**src/rtl/int_priority_encoder_if.sv**
```systemverilog
// Request/service bus between the interrupt lines, the priority encoder and the control unit.
// Optional INT_MASK_EN adds the irq_mask signal.
interface int_priority_encoder_if #(
   parameter int unsigned LINES = 8,
   parameter int unsigned ID_W  = 3
);
   logic [LINES-1:0] req;
   logic             out_ack;
`ifdef INT_MASK_EN
   logic [LINES-1:0] irq_mask;
`endif
   logic             out_valid;
   logic [ID_W-1:0]  out_id;
   logic [LINES-1:0] out_onehot;
   logic [LINES-1:0] pending;

   modport master (
`ifdef INT_MASK_EN
      output irq_mask,
`endif
      output req,
      output out_ack,
      input  out_valid,
      input  out_id,
      input  out_onehot,
      input  pending
   );

   modport slave (
`ifdef INT_MASK_EN
      input  irq_mask,
`endif
      input  req,
      input  out_ack,
      output out_valid,
      output out_id,
      output out_onehot,
      output pending
   );
endinterface

```
**src/rtl/int_priority_encoder.sv**
```systemverilog
// Sticky 8-to-3 interrupt priority encoder with a valid/ack presentation handshake.
// Optional INT_MASK_EN excludes masked pending lines from selection.
module int_priority_encoder #(
   parameter int unsigned LINES    = 8,
   parameter int unsigned ID_W     = 3,
   parameter bit          PRIO_MSB = 1'b1
) (
   input logic                   clk,
   input logic                   rst_n,
   int_priority_encoder_if.slave bus
);

   typedef enum logic [0:0] {StIdle, StPresent} state_e;

   state_e           state_q, state_d;
   logic [LINES-1:0] pending_q, pending_d;
   logic [ID_W-1:0]  id_q, id_d;
   logic [LINES-1:0] onehot_q, onehot_d;
   logic             valid_q, valid_d;

   logic [LINES-1:0] elig;
   logic [LINES-1:0] clr;
   logic [ID_W-1:0]  win_id;
   logic             ack;

`ifdef INT_MASK_EN
   assign elig = pending_q & ~bus.irq_mask;
`else
   assign elig = pending_q;
`endif

   // Scan from lowest to highest priority so the last hit is the winner.
   always_comb begin
      int unsigned j;
      win_id = '0;
      j      = 0;
      for (int unsigned i = 0; i < LINES; i++) begin
         j = PRIO_MSB ? i : (LINES - 1 - i);
         if (elig[j]) begin
            win_id = j[ID_W-1:0];
         end
      end
   end

   assign ack = (state_q == StPresent) && bus.out_ack;
   assign clr = ack ? onehot_q : '0;

   always_comb begin
      state_d   = state_q;
      id_d      = id_q;
      onehot_d  = onehot_q;
      valid_d   = valid_q;
      pending_d = (pending_q & ~clr) | bus.req;
      unique case (state_q)
         StIdle: begin
            if (elig != '0) begin
               state_d  = StPresent;
               id_d     = win_id;
               onehot_d = {{(LINES-1){1'b0}}, 1'b1} << win_id;
               valid_d  = 1'b1;
            end
         end
         StPresent: begin
            // Held regardless of new requests; only the ack releases it.
            if (bus.out_ack) begin
               state_d  = StIdle;
               onehot_d = '0;
               valid_d  = 1'b0;
            end
         end
         default: begin
            state_d = StIdle;
            valid_d = 1'b0;
         end
      endcase
   end

   always_ff @(posedge clk) begin
      if (!rst_n) begin
         state_q   <= StIdle;
         pending_q <= '0;
         id_q      <= '0;
         onehot_q  <= '0;
         valid_q   <= 1'b0;
      end else begin
         state_q   <= state_d;
         pending_q <= pending_d;
         id_q      <= id_d;
         onehot_q  <= onehot_d;
         valid_q   <= valid_d;
      end
   end

   assign bus.out_valid  = valid_q;
   assign bus.out_id     = id_q;
   assign bus.out_onehot = onehot_q;
   assign bus.pending    = pending_q;

endmodule

```
**src/flat_wrapper.sv**
```systemverilog
// flat-port wrapper written by rule: the top's interface ports become plain ports
module int_priority_encoder_flat 
#(
   parameter int unsigned LINES    = 8,
   parameter int unsigned ID_W     = 3,
   parameter bit          PRIO_MSB = 1'b1
)
  (clk, rst_n, bus_req, bus_out_ack, bus_out_valid, bus_out_id, bus_out_onehot, bus_pending);
  int_priority_encoder_if #(.LINES(LINES), .ID_W(ID_W)) bus_i ();
  input logic clk;
  input logic rst_n;
  input wire logic [$bits(bus_i.req)-1:0] bus_req;
  input wire logic [$bits(bus_i.out_ack)-1:0] bus_out_ack;
  output wire logic [$bits(bus_i.out_valid)-1:0] bus_out_valid;
  output wire logic [$bits(bus_i.out_id)-1:0] bus_out_id;
  output wire logic [$bits(bus_i.out_onehot)-1:0] bus_out_onehot;
  output wire logic [$bits(bus_i.pending)-1:0] bus_pending;
  assign bus_i.req = bus_req;
  assign bus_i.out_ack = bus_out_ack;
  assign bus_out_valid = bus_i.out_valid;
  assign bus_out_id = bus_i.out_id;
  assign bus_out_onehot = bus_i.out_onehot;
  assign bus_pending = bus_i.pending;
  int_priority_encoder #(.LINES(LINES), .ID_W(ID_W), .PRIO_MSB(PRIO_MSB)) u_core (.clk(clk), .rst_n(rst_n), .bus(bus_i));
endmodule
```
**config.mk**
```make
export PLATFORM = sky130hd
export DESIGN_NAME = int_priority_encoder_flat
export DESIGN_NICKNAME = d
export VERILOG_FILES = /design/src/rtl/int_priority_encoder_if.sv /design/src/rtl/int_priority_encoder.sv /design/src/flat_wrapper.sv
export SDC_FILE = /design/constraint.sdc
export NUM_CORES = 1
export LEC_CHECK = 0
export ABC_AREA = 1
export CORE_MARGIN = 1.5
export CORE_UTILIZATION = 38
export CTS_CLUSTER_DIAMETER = 150
export DETAILED_ROUTE_END_ITERATION = 10
export PLACE_DENSITY = 0.81
export SYNTH_ARGS = -nofsm -noshare
export SYNTH_HDL_FRONTEND = slang
export SYNTH_SLANG_ARGS = --single-unit
```
**constraint.sdc**
```tcl
create_clock -name clk -period 1.05 [get_ports clk]
set_input_delay 0.105 -clock clk [delete_from_list [all_inputs] [get_ports clk]]
set_output_delay 0.105 -clock clk [all_outputs]
set_load 0.005 [all_outputs]
```
# Word-level counts from Yosys, hierarchy flattened
# Index checks and enable logic that the tools add are counted.
# classes
eq_ne,2
shifts,1
mux,17
n_bitwise,4
n_reduce_logical,4
# op_table
cell,count
$mux W8,3
$mux W3,6
$pmux W8 S2,1
$and A8 B8 Y8,1
$not A8 Y8,1
$or A8 B8 Y8,1
$reduce_bool A8 Y1,1
$shl A1 B3 Y8 const A,1
$mux W1,5
$pmux W1 S2,2
$reduce_and A2 Y1,2
$ne A2 B1 Y1 const B,1
$ne A2 B2 Y1 const B,1
$logic_and A1 B1 Y1,1
$not A1 Y1,1
# totals
reg_bits,21
input_bits,11
out_inout_bits,20

# Longest topological paths before layout
# Gate-level depths: netlist of run 1.
# depth
depth_word,10
depth_mapped,9

# Least setup slack after synthesis of run 1
# Ideal clock, no wire load.
# synth_path
kind,reg2reg
from,"reg u_core.pending_q[7], in the netlist u_core.bus.pending[7]"
to,"reg u_core.id_q[0], in the netlist u_core.bus.out_id[0]"
setup_ns,0.116
arrival_ns,0.983
setup_slack_ns,-0.049
path_stages_with_launch,8
path_cell_list,dfxtp_1 -> inv_2 -> nand3_2 -> nor2_4 -> nor2_4 -> inv_1 -> nor2_1 -> nor2_1
# synth_via
elab_chain_len,2
# synth_lines
element,line_no,rtl
from (decl),int_priority_encoder.sv:16,"logic [LINES-1:0] pending_q, pending_d;"
from (signal assigned),int_priority_encoder.sv:87,pending_q <= pending_d;
$reduce_bool A8 Y1,int_priority_encoder.sv:56,if (elig != '0) begin
$reduce_and A2 Y1 (no source line),-,
to (signal assigned),int_priority_encoder.sv:88,id_q <= id_d;
to (decl),int_priority_encoder.sv:17,"logic [ID_W-1:0] id_q, id_d;"
# Parallel ways exist; a longest one is shown, timed or not.
# A chain may end at the register's enable or synchronous reset.

# Worst setup path after layout of run 1
# layout_path
from,"reg u_core.pending_q[3], in the netlist u_core.bus.pending[3]"
to,"reg u_core.onehot_q[4], in the netlist u_core.bus.out_onehot[4]"
# layout_via
elab_chain_len,8
# layout_lines
element,line_no,rtl
$mux W3 (5 in series),int_priority_encoder.sv:39,if (elig[j]) begin
$shl A1 B3 Y8,int_priority_encoder.sv:59,"onehot_d = {{(LINES-1){1'b0}}, 1'b1} << win_id;"
$mux W8,int_priority_encoder.sv:56,
$pmux W8 S2,int_priority_encoder.sv:54,unique case (state_q)
to (signal assigned),int_priority_encoder.sv:89,onehot_q <= onehot_d;
to (decl),int_priority_encoder.sv:18,"logic [LINES-1:0] onehot_q, onehot_d;"
# Parallel ways exist; a longest one is shown, timed or not. The select of a mux whose other input is x is not followed.

==> impl_results.rst, run 1 <==
.. list-table::
   :header-rows: 1

   * - Metric
     - Value
   * - Pin count of the biggest net entering global routing
     - 17
   * - Post-DRT Antenna Nets
     - 0
   * - GRT Util Overall
     - 21.0%
   * - Worst hold path type
     - primary input to flip-flop
   * - Power per standard cell area
     - 1120 nW/um^2
   * - Inserted Clock Buffers
     - 3
   * - Average instance area after synthesis
     - ~7.3 sq um
   * - Final Max Tran Viols
     - 0
   * - Path type of the worst setup path
     - flip-flop to flip-flop
   * - Starting Density
     - 39.6%
   * - Area occupied by multi-input gates
     - about 500 sq um
   * - Final Core Density
     - ~77%
   * - Most used cells in the layout excluding fill and tap cells
     - buf_4 (31), nand2_1 (20), dfxtp_2 (19), nor2_1 (16)
   * - Syn Inst Count
     - 117
   * - H-tree depth
     - 1
   * - IR Drop Worst-Case VDD
     - 0.000746 V
   * - Status
     - complete, but fails checks
   * - Highest Clock Rate
     - 0.746 GHz
   * - Number of vias after detailed routing
     - 1092
   * - Synthesis warning total
     - 0
   * - Fraction of final layout cells with drive strength greater than 1
     - a little under three fifths
   * - Violated checks
     - setup timing
   * - Number of standard cells in the final layout excluding fillers
     - approximately 220
   * - Clock net sink count
     - 21
   * - Setup repair after global routing missed its margin
     - yes
   * - Normalized max-slew margin
     - between 50% and 60%
   * - FP Rows
     - 17
   * - Fill cell instance count of the final layout
     - roughly 160
   * - Routed len/inst
     - 14.7 um
   * - Vias in the first global route
     - 979
   * - Height of the die
     - 50.6 um
   * - Number of buffer and inverter stages on the critical path
     - 1
   * - Cell taking the most area after synthesis
     - dfxtp_1
   * - Slack of the worst reg-to-reg path
     - -290 ps
   * - Initial detailed-routing violation count
     - 25
   * - Number of antenna violations at the first check in global routing
     - 0
   * - Post-DR vias/cell
     - 5.03
   * - Number of nets produced by synthesis
     - 128
   * - Cell Chain, Critical Path
     - buf_6 > nor2_4 > nand2_2 > nor2_4 > nor2_4 > nor2_8 > nand2_1 > a21oi_2
   * - Number of placed instances, taps included
     - about 190
   * - Setup slack of the critical path after layout
     - -291 ps
   * - DRC
     - 0
   * - Top cell by count, worst path
     - nor2_4
   * - Delay of the slowest critical-path stage
     - 340 ps
   * - Post-synth cell types
     - 16
   * - Clock period minus worst slack
     - between 1000 and 1500 ps
   * - Overall overflow remaining after global route
     - 0
   * - Area of the die
     - roughly 2600 sq um
   * - Cell area after synthesis
     - between 800 and 900 sq um
   * - Relative area change from synthesis to final layout
     - 94.3%
   * - Kind of end point of the critical path
     - flip-flop
   * - Core Box Area
     - 2170 sq um
   * - Final setup fails
     - 17
   * - Seq. cell area
     - 452 sq um
   * - Leading post-synthesis cells by cell area
     - dfxtp_1 (49%), nand2_1 (13%), a21oi_1 (9.9%), nor2_1 (9.2%), inv_1 (4.4%)
   * - Maximum clock skew at final layout
     - 13.4 ps
   * - Most frequent standard cell in the layout excluding fill and tap cells
     - buf_4
   * - Drt pass-1 iters
     - 5
   * - CP required
     - 1280 ps
   * - Measured slew at the worst slew-check pin
     - 600 ps
   * - Clock tree from TritonCTS
     - yes
   * - Number of synthesized register bits
     - 21
   * - Maximum count of clock buffers along a single path
     - 2
   * - Number of top-level pins
     - 31
   * - Antenna diodes
     - 0
   * - Clock slew seen by the registers of the worst setup and hold paths
     - 120 ps
   * - DP Wirelength
     - 1.55 mm
   * - Sequential fraction of the synthesis area
     - 48.9%
   * - Slowest library cell on the worst path
     - dfxtp_2
   * - Number of nets in the layout
     - 201
   * - TNS Setup
     - -3010 ps
   * - Die X
     - 50.6 um
   * - Routed WL
     - 3.20 mm
   * - Clock root buffer
     - clkbuf_4
   * - Clk Latency, worst-skew pair
     - a little over 300 ps
   * - Share of the synthesized area in the top cell type
     - 48.9%
   * - Final weighted congestion in routability-driven placement
     - 0.822
   * - Period utilization
     - 128%
   * - Data arrival at the endpoint of the critical path
     - 1570 ps
   * - Wire length of the first global-routing pass
     - 4.04 mm
   * - Leakage component of the power
     - 0.781 nW
   * - Maximum net fanout on the critical path
     - 8
   * - Total count of hold-check failures in the final report
     - 0
   * - Port buffer count
     - 30
   * - Maxcap violations
     - 0
   * - Cell family with the largest share of critical-path delay
     - simple AND/OR/NAND/NOR gates
   * - Worst Setup Start Kind
     - flip-flop
## synth_stat cells, drive strengths merged
master / count
inv: 12
o21ai: 3
nand4: 1
a21oi: 17
o21bai: 1
dfxtp: 21
nor2: 25
clkbuf: 1
nand3: 5
nand2: 31
## per-stage QoR
stage	hold WS [ps]	power [mW]	instance area (sq um)	setup WS, ps
6_report	381	1.88	1670	-291
2_1_floorplan	222	1.08	871	-19.2
5_1_grt	382	1.96	1670	-400
4_1_cts	374	1.72	1450	-263
3_5_place_dp	471	1.30	1300	-209
3_3_place_gp	452	1.29	1300	-186
## report_power, final
part | internal [mW] | leakage [nW] | switching, mW
Clock | 0.148 | 0.0150 | 0.248
Sequential | 0.858 | 0.181 | 0.0384
Combinational | 0.300 | 0.585 | 0.285
Total | 1.31 | 0.781 | 0.571
## state kept, by name, indices dropped and copies added (netlist names)
signal	count
u_core.bus.out_onehot	8
u_core.bus.out_id	3
u_core.bus.pending	8
u_core.bus.out_valid	1
u_core.state_q	1
## logic make-up after synthesis
kind of cell    after synthesis  synth area share [%]
simple gates                 62                  32.9
compound gates               21                  12.5
buf+inv                      13                  5.68
flops                        21                  48.9
## path summary, 6_finish.rpt
kind,start,end,depth (start not counted)
worst max-delay path,u_core.bus.pending[3],u_core.bus.out_onehot[4],8
worst min-delay path,bus_req[5],u_core.bus.pending[5],3
worst max register to register,u_core.bus.pending[3],u_core.bus.out_onehot[4],8
worst min register to register,u_core.bus.out_valid,u_core.bus.out_valid,2
## layout make-up
type                            count  share of cell area, %
Inverter                           12                   3.45
Clock buffer                        4                   1.57
Multi-Input combinational cell     83                   30.8
Tap cell                           28                   2.10
Timing Repair Buffer               68                   34.6
Sequential cell                    21                   27.0
Timing Repair inverter              1                  0.449
## per-layer routing
layer / up-vias / GRT usage (%) / part of all wire (%)
met5: - / 0 / 0
met4: 0 / 8.11 / 1.3
met3: 8 / 3.87 / 5.3
met2: 42 / 40.4 / 53
met1: 524 / 22.1 / 40
li1: 518 / - / -
## tightest hold or removal path: stages
cell and delay, ps:
clkdlybuf4s50_1 410, a21oi_2 100, nor2_1 40
## what timing repair did
| action | 4_1_cts | 5_1_grt |
|---|---|---|
| endpoints found under the setup margin | 39 | 25 |
| hold buffers | 0 | 0 |
| pin swaps | 12 | 17 |
| setup buffers | 13 | 12 |
| resized for setup | 67 | 42 |
| gates cloned | 0 | 1 |
(Power assumes the default switching activity.)
==> run 2, diff against run 1 <==
--- a/config.mk
+++ b/config.mk
@@ -6,9 +6,9 @@
 export NUM_CORES = 1
 export LEC_CHECK = 0
 export ABC_AREA = 1
+export ABC_CLOCK_PERIOD_IN_PS = 1050
 export CORE_MARGIN = 1.5
 export CORE_UTILIZATION = 38
-export CTS_CLUSTER_DIAMETER = 150
 export DETAILED_ROUTE_END_ITERATION = 10
 export PLACE_DENSITY = 0.81
 export SYNTH_ARGS = -nofsm -noshare
==> results of run 2 <==
Final layout, timing and power as in run 1 (identical DEF).
